### src/rtl/seven_segment_loop_monitor.sv
// Receive-side checker for a one-hot rotating 7-segment bus: decodes the lit segment,
// locks onto the 0..6 rotation, and reports skips, glitches and stalls.
module seven_segment_loop_monitor #(
  parameter int unsigned LOCK_STEPS  = 3,
  parameter int unsigned STALL_LIMIT = 16,
  parameter int unsigned LOOP_W      = 8,
  parameter int unsigned ERR_W       = 8
) (
  input  logic              clk,
  input  logic              rst,
  input  logic [6:0]        segments_in,
  output logic [2:0]        position,
  output logic              position_valid,
  output logic              locked,
  output logic              seq_error,
  output logic              stalled,
  output logic [LOOP_W-1:0] loop_count,
  output logic [ERR_W-1:0]  error_count
);

  localparam int unsigned RunW = (LOCK_STEPS > 1) ? $clog2(LOCK_STEPS) : 1;
  localparam logic [RunW-1:0] LockLast = RunW'(LOCK_STEPS - 1);
  // hold_q counts repeats, so the STALL_LIMIT-th identical sample sees STALL_LIMIT-2
  localparam logic [7:0] HoldStall = 8'(STALL_LIMIT - 2);
  localparam logic [7:0] HoldMax   = 8'(STALL_LIMIT);

  typedef enum logic [0:0] {StHunt, StLocked} state_e;
  typedef enum logic [1:0] {StepNone, StepAdvance, StepHold, StepBad} step_e;

  state_e          state_q;
  logic [RunW-1:0] run_q;
  logic [7:0]      hold_q;
  logic [2:0]      prev_pos_q;
  logic            prev_valid_q;

  logic       onehot;
  logic [2:0] cur;
  logic [2:0] next_pos;
  logic       wrap;
  step_e      step;

  always_comb begin
    onehot = (segments_in != 7'd0) && ((segments_in & (segments_in - 7'd1)) == 7'd0);
    cur    = 3'd0;
    for (int i = 0; i < 7; i++) begin
      if (segments_in[i]) cur = 3'(i);
    end
  end

  always_comb begin
    next_pos = (prev_pos_q == 3'd6) ? 3'd0 : prev_pos_q + 3'd1;
    wrap     = (prev_pos_q == 3'd6);
    step     = StepNone;
    if (prev_valid_q) begin
      if (!onehot)               step = StepBad;
      else if (cur == next_pos)  step = StepAdvance;
      else if (cur == prev_pos_q) step = StepHold;
      else                       step = StepBad;
    end
  end

  always_ff @(posedge clk) begin
    if (rst) begin
      state_q        <= StHunt;
      run_q          <= '0;
      hold_q         <= '0;
      prev_pos_q     <= '0;
      prev_valid_q   <= 1'b0;
      position       <= '0;
      position_valid <= 1'b0;
      locked         <= 1'b0;
      seq_error      <= 1'b0;
      stalled        <= 1'b0;
      loop_count     <= '0;
      error_count    <= '0;
    end else begin
      seq_error      <= 1'b0;
      position_valid <= onehot;
      prev_valid_q   <= onehot;
      if (onehot) begin
        position   <= cur;
        prev_pos_q <= cur;
      end

      if (step == StepHold) begin
        if (hold_q != HoldMax) hold_q <= hold_q + 8'd1;
      end else begin
        hold_q <= '0;
      end

      if (step == StepAdvance) stalled <= 1'b0;

      unique case (state_q)
        StHunt: begin
          case (step)
            StepAdvance: begin
              if (run_q == LockLast) begin
                state_q <= StLocked;
                locked  <= 1'b1;
                run_q   <= '0;
              end else begin
                run_q <= run_q + 1'b1;
              end
            end
            StepBad: run_q <= '0;
            default: ;
          endcase
        end
        StLocked: begin
          if (step == StepAdvance && wrap) loop_count <= loop_count + 1'b1;
          if (step == StepBad || (step == StepHold && hold_q == HoldStall)) begin
            seq_error <= 1'b1;
            if (step == StepHold) stalled <= 1'b1;
            if (error_count != '1) error_count <= error_count + 1'b1;
            state_q <= StHunt;
            locked  <= 1'b0;
            run_q   <= '0;
          end
        end
        default: ;
      endcase
    end
  end

endmodule

### config.mk
export PLATFORM = sky130hd
export DESIGN_NAME = seven_segment_loop_monitor
export DESIGN_NICKNAME = d
export VERILOG_FILES = /design/src/rtl/seven_segment_loop_monitor.sv
export SDC_FILE = /design/constraint.sdc
export NUM_CORES = 1
export LEC_CHECK = 0
export ABC_AREA = 1
export ABC_CLOCK_PERIOD_IN_PS = 1900
export CORE_AREA = 2 2 70 72
export CTS_CLUSTER_DIAMETER = 80
export CTS_CLUSTER_SIZE = 40
export DETAILED_ROUTE_END_ITERATION = 16
export DIE_AREA = 0 0 72 74
export DONT_BUFFER_PORTS = 1
export MAX_ROUTING_LAYER = met4
export PLACE_DENSITY_LB_ADDON = 0.08
export SLEW_MARGIN = 20
export SYNTH_ARGS = -nofsm -noshare
export SYNTH_HDL_FRONTEND = slang
export SYNTH_SLANG_ARGS = --single-unit
### constraint.sdc
create_clock -name clk -period 1.9 [get_ports clk]
set_input_delay 0.285 -clock clk [delete_from_list [all_inputs] [get_ports clk]]
set_output_delay 0.285 -clock clk [all_outputs]
set_load 0.01 [all_outputs]
==> results.py <==
metrics = {
    "sta": {
        "final_max_slew_viol_count": 0,
        "finalCritPeriodShare": 0.889,
        "max_slew_margin": 0.658,
        "rsz0062_at_grt": "yes",
        "finalCriticalPeriod_ns": 1.69,
        "hold_viol_final": 0,
        "skew_ns": 0.00431,
        "setup_viol": 0,
        "holdWs_ns": 0.0569,
        "worstMarginPinSlew_ns": 0.509,
        "fmax_mhz": 592,
    },
    "power": {
        "swShare": 0.243,
        "irDropWorstVdd_mv": 0.276,
        "p_sw_uw": 332,
        "combPwrFrac": 0.065,
        "p_clk_frac": 0.409,
        "p_per_area_mw_per_mm2": 613,
        "p_int_mw": 1.04,
        "leakage_nw": 0.912,
        "p_seq_frac": 0.526,
    },
    "floorplan": {
        "ios": 32,
        "core_mm2": 0.00460,
        "dieArea_mm2": 0.00533,
        "fp.dieW_um": 72,
        "fp-row-count": 25,
        "initial_utilization": 0.439,
        "die_h_um": 74,
    },
    "drt": {
        "detail-route-antenna-nets": 0,
        "via_per_inst": 5.00,
        "drc": 0,
        "drtIter0Drc": 76,
        "routedWlPerCell_um": 11.8,
        "detailroute.via_count": 1781,
        "drtPass1Iterations": 4,
        "wl_mm": 4.20,
    },
    "critical_path": {
        "cp_slowest_stage_delay_ns": 0.39,
        "crit_fanout": 10,
        "cp-start-kind": "flip-flop",
        "cp-endpoint": "run_q[1]$_SDFFE_PP0P_",
        "worst_setup_path_end_kind": "flip-flop",
        "rr_worst_depth": 13,
        "cp.required_ns": 2.08,
        "worstSetupPathType": "flip-flop to flip-flop",
        "critPathArrivalTime_ns": 1.87,
        "slowest_stage": "dfxtp_2",
        "r2r_start": "prev_pos_q[1]$_SDFFE_PP0P_",
        "r2r_end": "run_q[1]$_SDFFE_PP0P_",
        "rrSetupSlack_ns": 0.21,
        "cp_cell_sequence": "nand2_2, nand2_1, nor2_1, nand3_1, nand2_1, nor2_2, nand3_2, nand3_2, nand2_4, nand2_2, nand2_1, nor2_1, nor2_1",
        "startpoint": "prev_pos_q[1]$_SDFFE_PP0P_",
    },
    "grt": {
        "grt_pass1_vias": 1730,
        "grt_pass1_wl_mm": 7.42,
        "antenna_found_initial": 0,
        "grt_max_degree": 18,
        "grt_use_total": 0.183,
        "grt_overflow": 0,
    },
    "synthesis": {
        "synth_edf_count": 0,
        "syn_area_mm2": 0.00202,
        "synth_flop_cell": "dfxtp_1",
        "synthArstFlopShare": 0,
        "netlist-cell-type-count": 30,
        "yosysSeqAreaShare": 0.337,
        "ys_seq_elements": 34,
        "avgSynthCellArea_um2": 6.98,
        "syn-num-nets": 303,
        "yosys_warnings": 0,
        "syn_inst": 289,
    },
    "finish": {
        "syn_to_final_growth_pct": 10.9,
        "antenna_cells": 0,
        "drive_gt1_frac": 0.162,
        "multiInputGateArea_mm2": 0.00118,
        "fill_cells": 450,
        "seq_area_um2": 686,
        "final_cell_area_mm2": 0.00224,
        "fin_nets": 315,
    },
    "clock_network": {
        "cts_tree": "yes",
        "cts_buffers": 5,
        "insertion_delay_ns": 0.28,
        "post_cts_buffers": 0,
        "hold_buffers": 0,
        "htreeDepth": 2,
        "path_clk_slew_ns": 0.07,
        "cts-root-buf": "clkbuf_8",
        "cts-resized-gates": 0,
        "clock_sinks": 34,
        "cts_max_path_buffers": 2,
    },
    "worst_hold_path": {
        "worstHoldStart": "rst",
        "hold_path_class": "input port to flip-flop",
    },
    "placement": {
        "dpl_cell_area_mm2": 0.00214,
        "place_congestion": 0.856,
        "hpwl_mm": 3.18,
        "io_buffers": 0,
    },
    "status": {
        "outcome": "complete, no violations",
    },
    "flow_run": {
        "drv_cap": 0,
    },
}
## power by group through the flow
stage | sequential, mW | clock [mW] | combinational [mW]
finish | 0.721 | 0.561 | 0.0892
global route | 0.721 | 0.623 | 0.104
CTS | 0.721 | 0.589 | 0.0887
detailed placement | 0.738 | 0 | 0.0884
global placement | 0.738 | 0 | 0.0890
floorplan | 0.738 | 0 | 0.0735
## worst min-delay path by stage
stage,endpoint,cells past startpoint
6_report,loop_count[5]$_SDFFE_PP0P_,1
2_1_floorplan,locked$_SDFFE_PP0P_,2
3_3_place_gp,loop_count[5]$_SDFFE_PP0P_,1
4_1_cts,loop_count[2]$_SDFFE_PP0P_,1
3_5_place_dp,loop_count[2]$_SDFFE_PP0P_,1
5_1_grt,loop_count[2]$_SDFFE_PP0P_,1
## kinds of logic (layout without fill, tap and decap cells)
| family | Yosys count | count (layout) | synth area share |
|---|---|---|---|
| compound gates | 31 | 31 | 0.0807 |
| xor+xnor | 11 | 11 | 0.0478 |
| fa+ha+maj | 5 | 5 | 0.0310 |
| buf+inv | 42 | 55 | 0.0788 |
| flops | 34 | 34 | 0.337 |
| simple gates | 166 | 166 | 0.424 |
## cell usage after synthesis (4+ instances only)
cell type	count	area [µm²]
xor2_1	4	35.0
nor3_1	7	35.0
dfxtp_1	34	681
ha_1	5	62.6
nor2_2	5	31.3
a21oi_1	20	100
nand2_2	7	43.8
xnor2_1	7	61.3
nand3_1	27	135
inv_1	35	131
o21ai_0	6	30.0
nand2_1	61	229
nand4_1	14	87.6
nand3_2	4	40.0
nor2_1	24	90.1
## sequential cells by signal (all words and copies together) (netlist names)
signal and count:
error_count 8, state_q 1, hold_q 8, locked 1
seq_error 1, run_q 2, loop_count 8, prev_pos_q 3
stalled 1, prev_valid_q 1
## routing by layer
| layer | vias to the layer above | GRT usage | part of all wire |
|---|---|---|---|
| met4 | 0 | 0.0692 | 0.015 |
| met2 | 28 | 0.297 | 0.45 |
| met3 | 6 | 0.0528 | 0.042 |
| li1 | 968 | - | - |
| met5 | - | - | 0 |
| met1 | 779 | 0.216 | 0.49 |
## critical path: cells and delay by family (launching register included)
kind | cells | cell delay, ns
flip-flops | 1 | 0.39
AND/OR/NAND/NOR | 13 | 1.19
## cell type report
| cell class | count | area share |
|---|---|---|
| flip-flops and latches | 34 | 0.307 |
| repair buffers | 9 | 0.0302 |
| well taps | 54 | 0.0302 |
| clock buffers | 6 | 0.0369 |
| clock inverters | 2 | 0.00560 |
| inverters | 38 | 0.0638 |
| multi-input cells | 213 | 0.527 |
## per-stage QoR
stage | cells | total power [mW] | util | setup slack [ns] | setup TNS [ns]
after global placement | 348 | 0.827 | 0.464 | 0.0917 | 0
after detailed placement | 348 | 0.826 | 0.464 | 0.136 | 0
after global routing | 356 | 1.45 | 0.486 | -0.0127 | -0.0127
final | 356 | 1.37 | 0.486 | 0.211 | 0
after CTS | 356 | 1.40 | 0.485 | 0.116 | 0
after floorplan | 289 | 0.812 | - | 0.244 | 0
## layout by cell type (no fill, tap or decap), types with 4 or more instances in the layout
cell type	instances
nand2_2	7
nand2_1	61
clkbuf_8	6
nand4_1	14
ha_1	5
a21oi_1	20
nand3_2	4
nand3_1	27
nor2_2	5
dfxtp_1	32
xor2_1	4
nor3_1	7
buf_4	9
inv_1	35
nor2_1	24
o21ai_0	6
xnor2_1	7
Note: power is estimated with default switching activity, not from simulation.
